===== config.mk =====
export PLATFORM = sky130hd
export DESIGN_NAME = tx_nco_keyer
export DESIGN_NICKNAME = d
export VERILOG_FILES = /design/src/rtl/tx_pkg.sv /design/src/rtl/tx_nco_keyer_key_debounce.sv /design/src/rtl/tx_nco_keyer.sv
export SDC_FILE = /design/constraint.sdc
export NUM_CORES = 1
export LEC_CHECK = 0
export BUFFER_PORTS_ARGS = -buffer_cell sky130_fd_sc_hd__buf_2
export CAP_MARGIN = 20
export CORE_MARGIN = 3
export CORE_UTILIZATION = 65
export DETAILED_ROUTE_END_ITERATION = 10
export HOLD_SLACK_MARGIN = 0.06
export PLACE_DENSITY = 0.94
export RECOVER_POWER = 50
export SLEW_MARGIN = 25
export SYNTH_ARGS = -nofsm -noshare
export SYNTH_HDL_FRONTEND = slang
export SYNTH_SLANG_ARGS = --single-unit

===== constraint.sdc =====
create_clock -name clk -period 4.3 [get_ports clk]
set_clock_uncertainty 0.15 [all_clocks]
set_input_delay 0.43 -clock clk [delete_from_list [all_inputs] [get_ports clk]]
set_output_delay 0.43 -clock clk [all_outputs]
set_load 0.005 [all_outputs]

===== src/rtl/tx_pkg.sv =====
// Shared types and constants for the transmitter carrier/keyer slice.
package tx_pkg;

    localparam int unsigned DEF_ACC_W = 32;
    localparam int unsigned DEF_LVL_W = 4;
    localparam int unsigned F_CLK_HZ  = 12_000_000;

    typedef enum logic [1:0] {
        IDLE      = 2'd0,
        RAMP_UP   = 2'd1,
        ON        = 2'd2,
        RAMP_DOWN = 2'd3
    } tx_state_e;

    // Rounded tuning word for a target frequency at the default accumulator width.
    function automatic logic [DEF_ACC_W-1:0] tw_from_hz(input longint unsigned f_hz);
        longint unsigned num;
        num = (f_hz << DEF_ACC_W) + 64'(F_CLK_HZ / 2);
        return DEF_ACC_W'(num / 64'(F_CLK_HZ));
    endfunction

endpackage


===== src/rtl/tx_nco_keyer_key_debounce.sv =====
// Key input synchroniser followed by a consecutive-stable-cycle debouncer.
module key_debounce #(
    parameter int unsigned DEBOUNCE_CYC = 1024
) (
    input  logic clk,
    input  logic rst_n,
    input  logic key_in,
    output logic key_db
);

    localparam int unsigned CNT_W = (DEBOUNCE_CYC > 1) ? $clog2(DEBOUNCE_CYC + 1) : 1;
    localparam logic [CNT_W-1:0] CNT_LAST = CNT_W'(DEBOUNCE_CYC - 1);

    logic             sync_q1;
    logic             sync_q2;
    logic [CNT_W-1:0] db_cnt;

    // Two-flop synchroniser for the asynchronous key.
    always_ff @(posedge clk or negedge rst_n) begin
        if (!rst_n) begin
            sync_q1 <= 1'b0;
            sync_q2 <= 1'b0;
        end else begin
            sync_q1 <= key_in;
            sync_q2 <= sync_q1;
        end
    end

    // Accept a new key level only after it has differed for DEBOUNCE_CYC cycles in a row.
    always_ff @(posedge clk or negedge rst_n) begin
        if (!rst_n) begin
            db_cnt <= '0;
            key_db <= 1'b0;
        end else if (sync_q2 == key_db) begin
            db_cnt <= '0;
        end else if (db_cnt == CNT_LAST) begin
            db_cnt <= '0;
            key_db <= sync_q2;
        end else begin
            db_cnt <= db_cnt + CNT_W'(1);
        end
    end

endmodule


===== src/rtl/tx_nco_keyer.sv =====
// NCO carrier generator with a ramped, PWM-gated keyer to soften key clicks.
module tx_nco_keyer
    import tx_pkg::*;
#(
    parameter int unsigned ACC_W        = DEF_ACC_W,
    parameter int unsigned LVL_W        = DEF_LVL_W,
    parameter int unsigned RAMP_DIV     = 64,
    parameter int unsigned DEBOUNCE_CYC = 1024
) (
    input  logic             clk,
    input  logic             rst_n,
    input  logic             key_in,
    input  logic [ACC_W-1:0] tw_data,
    input  logic             tw_valid,
    output logic             tw_ready,
    output logic             rf_out,
    output logic             tx_active,
    output logic [LVL_W:0]   level
);

    localparam int unsigned DIV_W = (RAMP_DIV > 1) ? $clog2(RAMP_DIV) : 1;
    localparam logic [DIV_W-1:0] DIV_LAST  = DIV_W'(RAMP_DIV - 1);
    localparam logic [LVL_W:0]   LVL_MAX   = {1'b1, {LVL_W{1'b0}}};
    localparam logic [LVL_W:0]   LVL_ONE   = {{LVL_W{1'b0}}, 1'b1};
    localparam logic [LVL_W:0]   LVL_ZERO  = '0;

    logic             key_db;

    logic [ACC_W-1:0] acc;
    logic [ACC_W-1:0] tw;
    logic [LVL_W-1:0] pcnt;
    logic             carrier;
    logic             gate;

    tx_state_e        state;
    tx_state_e        state_nxt;
    logic [LVL_W:0]   level_nxt;
    logic [DIV_W-1:0] div_cnt;
    logic [DIV_W-1:0] div_nxt;
    logic             div_done;
    logic             tx_active_nxt;
    logic             tw_ready_nxt;

    key_debounce #(
        .DEBOUNCE_CYC (DEBOUNCE_CYC)
    ) u_debounce (
        .clk    (clk),
        .rst_n  (rst_n),
        .key_in (key_in),
        .key_db (key_db)
    );

    // Phase accumulator and tuning-word register; retuning never resets phase.
    always_ff @(posedge clk or negedge rst_n) begin
        if (!rst_n) begin
            acc <= '0;
            tw  <= '0;
        end else begin
            acc <= acc + tw;
            if (tw_valid && tw_ready) begin
                tw <= tw_data;
            end
        end
    end

    // Free-running PWM phase counter.
    always_ff @(posedge clk or negedge rst_n) begin
        if (!rst_n) begin
            pcnt <= '0;
        end else begin
            pcnt <= pcnt + LVL_W'(1);
        end
    end

    assign carrier = acc[ACC_W-1];
    assign gate    = ({1'b0, pcnt} < level);

    // Gated carrier to the output pin.
    always_ff @(posedge clk or negedge rst_n) begin
        if (!rst_n) begin
            rf_out <= 1'b0;
        end else begin
            rf_out <= carrier & gate;
        end
    end

    // Keyer state, level, ramp divider and the status outputs derived from the next state.
    always_ff @(posedge clk or negedge rst_n) begin
        if (!rst_n) begin
            state     <= IDLE;
            level     <= '0;
            div_cnt   <= '0;
            tx_active <= 1'b0;
            tw_ready  <= 1'b1;
        end else begin
            state     <= state_nxt;
            level     <= level_nxt;
            div_cnt   <= div_nxt;
            tx_active <= tx_active_nxt;
            tw_ready  <= tw_ready_nxt;
        end
    end

    assign div_done = (div_cnt == DIV_LAST);

    // Ramp sequencing; level saturates at 0 and LVL_MAX.
    always_comb begin
        state_nxt = state;
        level_nxt = level;
        div_nxt   = div_cnt;

        case (state)
            IDLE: begin
                if (key_db) begin
                    state_nxt = RAMP_UP;
                    div_nxt   = '0;
                end
            end
            RAMP_UP: begin
                if (!key_db) begin
                    state_nxt = RAMP_DOWN;
                    div_nxt   = '0;
                end else if (level == LVL_MAX) begin
                    state_nxt = ON;
                end else if (div_done) begin
                    div_nxt   = '0;
                    level_nxt = level + LVL_ONE;
                    if (level == (LVL_MAX - LVL_ONE)) begin
                        state_nxt = ON;
                    end
                end else begin
                    div_nxt = div_cnt + DIV_W'(1);
                end
            end
            ON: begin
                if (!key_db) begin
                    state_nxt = RAMP_DOWN;
                    div_nxt   = '0;
                end
            end
            RAMP_DOWN: begin
                if (key_db) begin
                    state_nxt = RAMP_UP;
                    div_nxt   = '0;
                end else if (level == LVL_ZERO) begin
                    state_nxt = IDLE;
                end else if (div_done) begin
                    div_nxt   = '0;
                    level_nxt = level - LVL_ONE;
                    if (level == LVL_ONE) begin
                        state_nxt = IDLE;
                    end
                end else begin
                    div_nxt = div_cnt + DIV_W'(1);
                end
            end
            default: begin
                state_nxt = IDLE;
                level_nxt = '0;
                div_nxt   = '0;
            end
        endcase

        tx_active_nxt = (state_nxt != IDLE);
        tw_ready_nxt  = (state_nxt == IDLE) || (state_nxt == ON);
    end

endmodule


# Word level (Yosys, flattened, before mapping)
# Cells that the tools add are included.
[classes]
n_bitwise = 2
n_reduce_logical = 10
addsub = 6
n_lt_le_gt_ge = 1
muxes = 28
eq_ne = 20
[op_table]
columns = ["cell", "count"]
rows = [
  ["6-bit two-way mux", 7],
  ["32-bit adder", 1],
  ["5-bit two-way mux", 6],
  ["6-bit case mux with 4 select lines", 1],
  ["11-bit two-way mux", 2],
  ["2-bit two-way mux", 10],
  ["2-bit inequality test (second input constant)", 6],
  ["11-bit by 1-bit adder with 11-bit output (second input constant)", 1],
  ["11-bit by 10-bit equality test with 1-bit output (second input constant)", 1],
  ["5-bit case mux with 2 select lines", 1],
  ["2-bit case mux with 4 select lines", 1],
  ["7-bit AND reduction", 1],
  ["6-bit by 1-bit adder with 6-bit output (second input constant)", 1],
  ["2-bit equality test (second input constant)", 3],
  ["6-bit equality test (second input constant)", 1],
  ["5-bit by 1-bit adder with 5-bit output (second input constant)", 1],
  ["5-bit by 1-bit equality test with 1-bit output (second input constant)", 1],
  ["5-bit by 4-bit equality test with 1-bit output (second input constant)", 1],
  ["5-bit equality test (second input constant)", 1],
  ["5-bit logical NOT", 1],
  ["4-bit by 5-bit less-than comparator with 1-bit output", 1],
  ["5-bit by 1-bit subtractor with 5-bit output (second input constant)", 1],
  ["4-bit by 1-bit adder with 4-bit output (second input constant)", 1],
  ["2-bit logical NOT", 2],
  ["other kinds (12)", 14],
]
[word_totals]
inputBits = 36
word_cells = 80
output_inout_bits = 8
ff_bits = 98

# Longest topological paths before layout
# Gate-level depths: netlist (run 1).
[depth]
word_depth = 8
ltp_mapped = 9
depth_no_buf = 9

# Modules after synthesis
# From an unflattened synthesis (run 1), not the netlist that was laid out.
[unflattened]
cells_unflattened = 518
area_unflattened_um2 = 5502.8
[by_module_without_submodules]
columns = ["mod", "seq_area_each_um2", "area_each_um2", "n_inst", "cells_per_inst"]
rows = [
  ["tx_nco_keyer", 2103.3, 4864.7, 1, 464],
  ["key_debounce", 350.3, 638.1, 1, 54],
]

# Worst setup path after synthesis (run 1)
# No wires, ideal clock.
[synth_path]
kind = "register -> register"
start = "register acc[0]"
end = "register acc[16]"
path_stages_with_launch = 10
setup_ns = 0.127
path_buffers = 0
required_ns = 4.023
arrival_ns = 2.137
setup_slack_ns = 1.886
period_less_slack_ns = 2.414
path_cell_list = "dfrtp_1 ha_1 fa_1 a21oi_1 o21ai_1 nand3_1 a31oi_1 o41ai_1 o21ai_1 xor2_1"
[synth_between]
elab_chain_len = 1
[synth_rtl]
columns = ["item", "line_no", "rtl"]
rows = [
  ["start, declared", "tx_nco_keyer.sv:29", "logic [ACC_W-1:0] acc;"],
  ["start signal, assigned", "tx_nco_keyer.sv:59", "acc <= acc + tw;"],
  ["32-bit adder", "tx_nco_keyer.sv:59", ""],
]
# No other way between the ends.
# A chain may end at the register's enable or synchronous reset.

# Final worst setup path (run 1)
[layout_path]
start = "register tw[0]"
end = "register acc[16]"
[layout_between]
elab_chain_len = 1
[layout_rtl]
columns = ["item", "line_no", "rtl"]
rows = [
  ["start, declared", "tx_nco_keyer.sv:30", "logic [ACC_W-1:0] tw;"],
  ["start signal, assigned", "tx_nco_keyer.sv:61", "tw <= tw_data;"],
  ["32-bit adder", "tx_nco_keyer.sv:59", ""],
]
# No other way between the ends.

==> impl_metrics.tcl, run 1 <==
set metrics [dict create \
    outcome "complete, but fails checks" \
    violations "max-capacitance violations, max-slew violations" \
    reg2reg_to "acc[16]" \
    dpl-instance-area_um2 5723 \
    ant_nets 0 \
    vias_per_cell 6.048 \
    worstPathArrival_ns 2.87 \
    dpl.hpwl_mm 7.755 \
    r2r-start "tw[0]" \
    yosysUniqueCellTypes 65 \
    synth_top_area_cell "dfrtp_1" \
    final_area_um2 5949 \
    worstPathRequired_ns 4.41 \
    overflow 0 \
    grt_pass1_vias 4195 \
    hold_path_end "tw[21]" \
    final_core_util_pct 75.05 \
    path_cells "ha_1 -> fa_1 -> a21oi_1 -> o21ai_1 -> nand3_1 -> a31oi_1 -> o41ai_1 -> o21ai_1 -> xor2_1" \
    worst_pin_slew_ns 1.829 \
    io-pin-count 44 \
    ys_seq_elements 98 \
    final-setup-viol-count 0 \
    period_needed_ns 2.764 \
    path_clk_slew_ns 0.10 \
    holdCritPathClass "primary input to register" \
    r2r_cells 9 \
    start_util_pct 68.39 \
    final.setup.tns_ns 0 \
    critPathLaunch "tw[0]" \
    yosysSeqAreaShare_pct 45.26 \
    min_path_cells 2 \
    clk_latency_ns 0.37 \
    hold_start "tw_data[21]" \
    areaGrowthSynthToFinish_pct 9.739 \
    final.period_utilization_pct 64.28 \
    cts_made_buffers 9 \
    p_leak_nw 2.692 \
    yosys-top-cells-count "97 x dfrtp_1, 43 x nor2_1, 42 x ha_1" \
    crit_fanout 4 \
    crit_top_cell "o21ai_1" \
    clock_path_buffers 2 \
    final_cells 661 \
    dieArea_um2 9472 \
    rows 32 \
    crit_type "register to register" \
    grt_max_degree 63 \
    grt_pass1_wl_mm 18.81 \
    io_buffers 43 \
    antenna_found_initial 0 \
    core_um2 7928 \
    place_inst 643 \
    synthArstFlopShare_pct 100.0 \
    synth_area_leaders "dfrtp_1 45%, ha_1 9.7%, mux2_2 7.1%" \
    htreeDepth 3 \
    synth_edf_count 0 \
    die_x_um 97.33 \
    relSlewSlack_pct -21.95 \
    clkSinkCount 98 \
    reg2reg_slack_ns 1.54 \
    finalHoldViolCount 0 \
    antenna-diode-count 0 \
    num-fill-cells 545 \
    wl_mm 10.64 \
    globalplace.congestion 0.9473 \
    drtPass1Iterations 5 \
    wl_per_cell_um 16.10 \
    critPathSlowestCell "o41ai_1" \
    ys.flop_type "dfrtp_1" \
    slew_violations 33 \
    vias 3998 \
    cellPowerDensity_nw_per_um2 607.9 \
    cts_tree "yes" \
    crit_path_end_kind "register" \
    synth.most_common_cell "dfrtp_1" \
    fmax_mhz 361.8 \
    syn_nets 587 \
    synth_top_area_share_pct 44.77 \
    critPathBufInv 0 \
    track_usage_pct 23.93 \
    fin_nets 633 \
    critical-path-top-delay-family "compound AO/OA/AOI/OAI gates" \
    cp_slowest_stage_delay_ns 0.47 \
    ir_worst_vdd_mv 0.4305 \
    cts_root_buffer "clkbuf_8" \
    drv_cap 1 \
    drc_errors 0 \
    postCtsSetupBuffers 0 \
    avgSynthCellArea_um2 10.67 \
    ys_warn_count 0 \
    die_h_um 97.33 \
    syn_area_um2 5421 \
    rsz0062_at_grt "no" \
    start_kind "register" \
    dr.first_iter.drc_count 203 \
    syn-instance-count 508 \
    layout-drive-gt1-share_pct 20.75 \
]
[state kept, by name, summed over array words and instances, names as in the netlist]
name,count
acc,32
div_cnt,6
level,5
pcnt,4
rf_out,1
state,2
tw,32
tw_ready,1
tx_active,1
u_debounce.db_cnt,11
u_debounce.key_db,1
u_debounce.sync_q1,1
u_debounce.sync_q2,1
[area by class of cell]
type | count | area (um^2) | share of cell area, %
multi-input combinational | 378 | 2834 | 47.63
inverter | 20 | 75.07 | 1.262
clock buffer | 11 | 151.4 | 2.545
tap | 102 | 127.6 | 2.145
clock inverter | 5 | 61.31 | 1.030
sequential | 98 | 2454 | 41.24
timing repair buffer | 47 | 246.5 | 4.143
[what timing repair did]
action	4_1_cts	5_1_grt
hold buffers	2	0
setup endpoints to repair	0	0
gates resized for setup	0	0
hold endpoints to repair	61	0
[per-stage QoR]
| stage | power [W] | hold WS (ns) | setup slack, ns |
|---|---|---|---|
| finish | 0.003617 | 0.1366 | 1.536 |
| global route | 0.003883 | 0.1276 | 1.378 |
| CTS | 0.003608 | 0.1253 | 1.531 |
| detailed placement | 0.002953 | 0.2042 | 1.577 |
| global placement | 0.002862 | 0.1938 | 1.745 |
| floorplan | 0.002621 | -0.01559 | 1.886 |
[where the power goes]
| part | internal [W] | total (W) | leakage, nW | switching (W) |
|---|---|---|---|---|
| Combinational | 0.000738 | 0.00177 | 1.39 | 0.00103 |
| Sequential | 0.00113 | 0.00122 | 1.21 | 0.0000825 |
| Clock | 0.000303 | 0.000629 | 0.0982 | 0.000327 |
[cells by family after synthesis]
family,Yosys count,synth area share (%)
flip-flops,98,45.26
AO/OA/AOI/OAI,121,15.76
XOR/XNOR,43,6.947
multiplexers,34,7.062
AND/OR/NAND/NOR,137,12.44
buffers and inverters,32,2.469
adder cells (fa/ha/maj),43,10.06
[worst max-delay path by stage]
| stage | endpoint | depth (start not counted) |
|---|---|---|
| final | acc[16] | 9 |
| after global routing | acc[16] | 9 |
| after CTS | acc[30] | 9 |
| after detailed placement | acc[30] | 9 |
| after global placement | acc[16] | 9 |
| after floorplan | acc[16] | 9 |
[cells in the final DEF (no fill, tap or decap), types with 5 or more instances in the layout]
master    netlist  layout
a21o_1          6       6
xnor2_1        26      26
o21ai_0        24      24
xor2_1         17      17
dfrtp_1        97      97
mux2_2         34      34
inv_1          20      20
nand2b_1        8       8
nand3_1        12      12
ha_1           42      42
o21ai_1         5       5
buf_2           5      42
o21a_1          6       6
and3_1          7       7
nor2_1         43      43
nand2_1        37      37
nand4_1         7       7
a21oi_1        36      36
clkbuf_8        0      11
[per-layer routing]
layer,up-vias,wire length (um),track usage (%)
li1,1902,-,-
met1,1934,4366,28.80
met2,130,5476,42.30
met3,32,516,4.451
met4,0,280,9.691
met5,-,0,0
(Power assumes the default switching activity.)
==> run 2: changes to the inputs <==
Settings changed: CORE_UTILIZATION 65 to 60, PLACE_DENSITY 0.94 to 0.88.
Clock period 4.3 ns to 2.8 ns, I/O delays scaled along.
==> impl_metrics.tcl, run 2 (same netlist as run 1, synthesis figures left out) <==
set metrics [dict create \
    grt_max_degree 57 \
    largest_registers "acc (32), tw (32), u_debounce.db_cnt (11)" \
    dpl.hpwl_mm 8.038 \
    vias_per_cell 5.852 \
    hold-worst-slack_ns 0.1967 \
    worstPathArrival_ns 2.82 \
    power.total_w 0.005507 \
    drtPass1Iterations 4 \
    ant_nets 0 \
    critical-path-top-delay-family "compound AO/OA/AOI/OAI gates" \
    path_cells "ha_1 -> fa_2 -> a21oi_2 -> o21ai_1 -> nand3_2 -> a41oi_2 -> o31ai_4 -> buf_4 -> o2111ai_1 -> o311a_1" \
    fmax_mhz 368.7 \
    start_kind "register" \
    htreeDepth 3 \
    wl_per_cell_um 16.02 \
    grt_pass1_vias 4358 \
    globalplace.congestion 0.8842 \
    cellPowerDensity_nw_per_um2 876.2 \
    mostFrequentLayoutCells "97 x dfrtp_1, 43 x nor2_1, 42 x ha_1" \
    finalHoldViolCount 0 \
    start_util_pct 61.86 \
    p_leak_nw 2.831 \
    r2r_cells 10 \
    num-fill-cells 621 \
    final.setup.tns_ns 0 \
    fin_nets 670 \
    vias 4120 \
    multi_input_area_um2 2853 \
    place_inst 651 \
    critPathBufInv 1 \
    min_path_cells 0 \
    worstPathRequired_ns 2.90 \
    cts_tree "yes" \
    io_buffers 43 \
    worst_pin_slew_ns 1.318 \
    crit_type "register to register" \
    final-setup-viol-count 0 \
    clock_path_buffers 2 \
    dr.first_iter.drc_count 164 \
    cp_slowest_stage_delay_ns 0.40 \
    crit_cells 10 \
    layout-drive-gt1-share_pct 20.13 \
    holdCritPathClass "register to register" \
    antenna-diode-count 0 \
    crit_path_end_kind "register" \
    clk_latency_ns 0.37 \
    final_cells 704 \
    grt_pass1_wl_mm 19.37 \
    wl_mm 11.28 \
    io-pin-count 44 \
    outcome "finished clean" \
    crit_fanout 5 \
    seq_area_um2 2454 \
    antenna_found_initial 0 \
    die_h_um 101.1 \
    clkSinkCount 98 \
    cts_root_buffer "clkbuf_8" \
    relSlewSlack_pct 12.10 \
    ir_worst_vdd_mv 0.5993 \
    drv_cap 0 \
    rows 34 \
    overflow 0 \
    slew_violations 0 \
    period_needed_ns 2.712 \
    path_clk_slew_ns 0.09 \
    dieArea_um2 10210 \
    final.period_utilization_pct 96.87 \
    drc_errors 0 \
    track_usage_pct 23.51 \
    areaGrowthSynthToFinish_pct 15.92 \
    die_x_um 101.1 \
    final_common_cell "dfrtp_1" \
    critPathSlowestCell "dfrtp_1" \
    cts_made_buffers 9 \
    core_um2 8763 \
    final_core_util_pct 71.72 \
]
run 2: changes by cell type in the layout (fill, tap and decap cells not counted), sizes merged:
cell         delta
bufinv          -1
dlygate4sd3    +32
clkbuf          +5
clkinvlp        -3
buf             +1
clkinv          +4
inv             -1
run 2: final timing paths:
kind                       slack (ns)          startpoint            endpoint
setup / recovery                 0.09               tw[0]             acc[28]
hold / removal                   0.20  u_debounce.sync_q1  u_debounce.sync_q2
setup reg to reg                 0.09               tw[0]             acc[28]
hold reg to reg                  0.20  u_debounce.sync_q1  u_debounce.sync_q2
max in group asynchronous        0.60               rst_n          div_cnt[1]
min in group asynchronous        0.58               rst_n             pcnt[2]
run 2: stage by stage:
step                      setup slack, ns  area [um^2]
after global routing           -0.0003668         6285
after floorplan                    0.3861         5421
after detailed placement          0.08492         5746
final                             0.08768         6285
after global placement             0.2150         5746
after CTS                        0.004107         6259
run 2: metal layers:
metal  track usage (%)  share of wire [%]  up-vias
li1                  -                  -     1979
met1             27.41                 41     2002
met2             41.85                 52      108
met3             5.882                4.3       31
met4             8.180                2.7        0
met5                 0                  0        -
run 2: layout make-up:
type	count	share of cell area (%)
Timing Repair Buffer	84	9.476
Inverter	20	1.195
Clock buffer	12	2.309
Sequential cell	98	39.04
Tap cell	108	2.150
Multi-Input combinational cell	378	45.39
Clock inverter	4	0.4380
run 2: worst reg2reg max path, stage by stage, from the launching register on:
cell and delay [ns]:
dfrtp_1 0.40, ha_1 0.24, fa_2 0.38, a21oi_2 0.18
o21ai_1 0.12, nand3_2 0.14, a41oi_2 0.16, o31ai_4 0.38
buf_4 0.18, o2111ai_1 0.11, o311a_1 0.16
run 2: power breakdown:
part / internal (W) / switching, W / leakage (nW) / total, W
Clock: 0.000348 / 0.000477 / 0.0903 / 0.000825
Sequential: 0.00174 / 0.000129 / 1.21 / 0.00187
Combinational: 0.00119 / 0.00162 / 1.53 / 0.00281
run 2: what timing repair did:
item | in CTS | in global routing
hold buffers | 34 | 0
endpoints found under the hold margin | 85 | 0
endpoints found under the setup margin | 0 | 7
gates resized for setup | 0 | 4
buffers inserted | 0 | 3
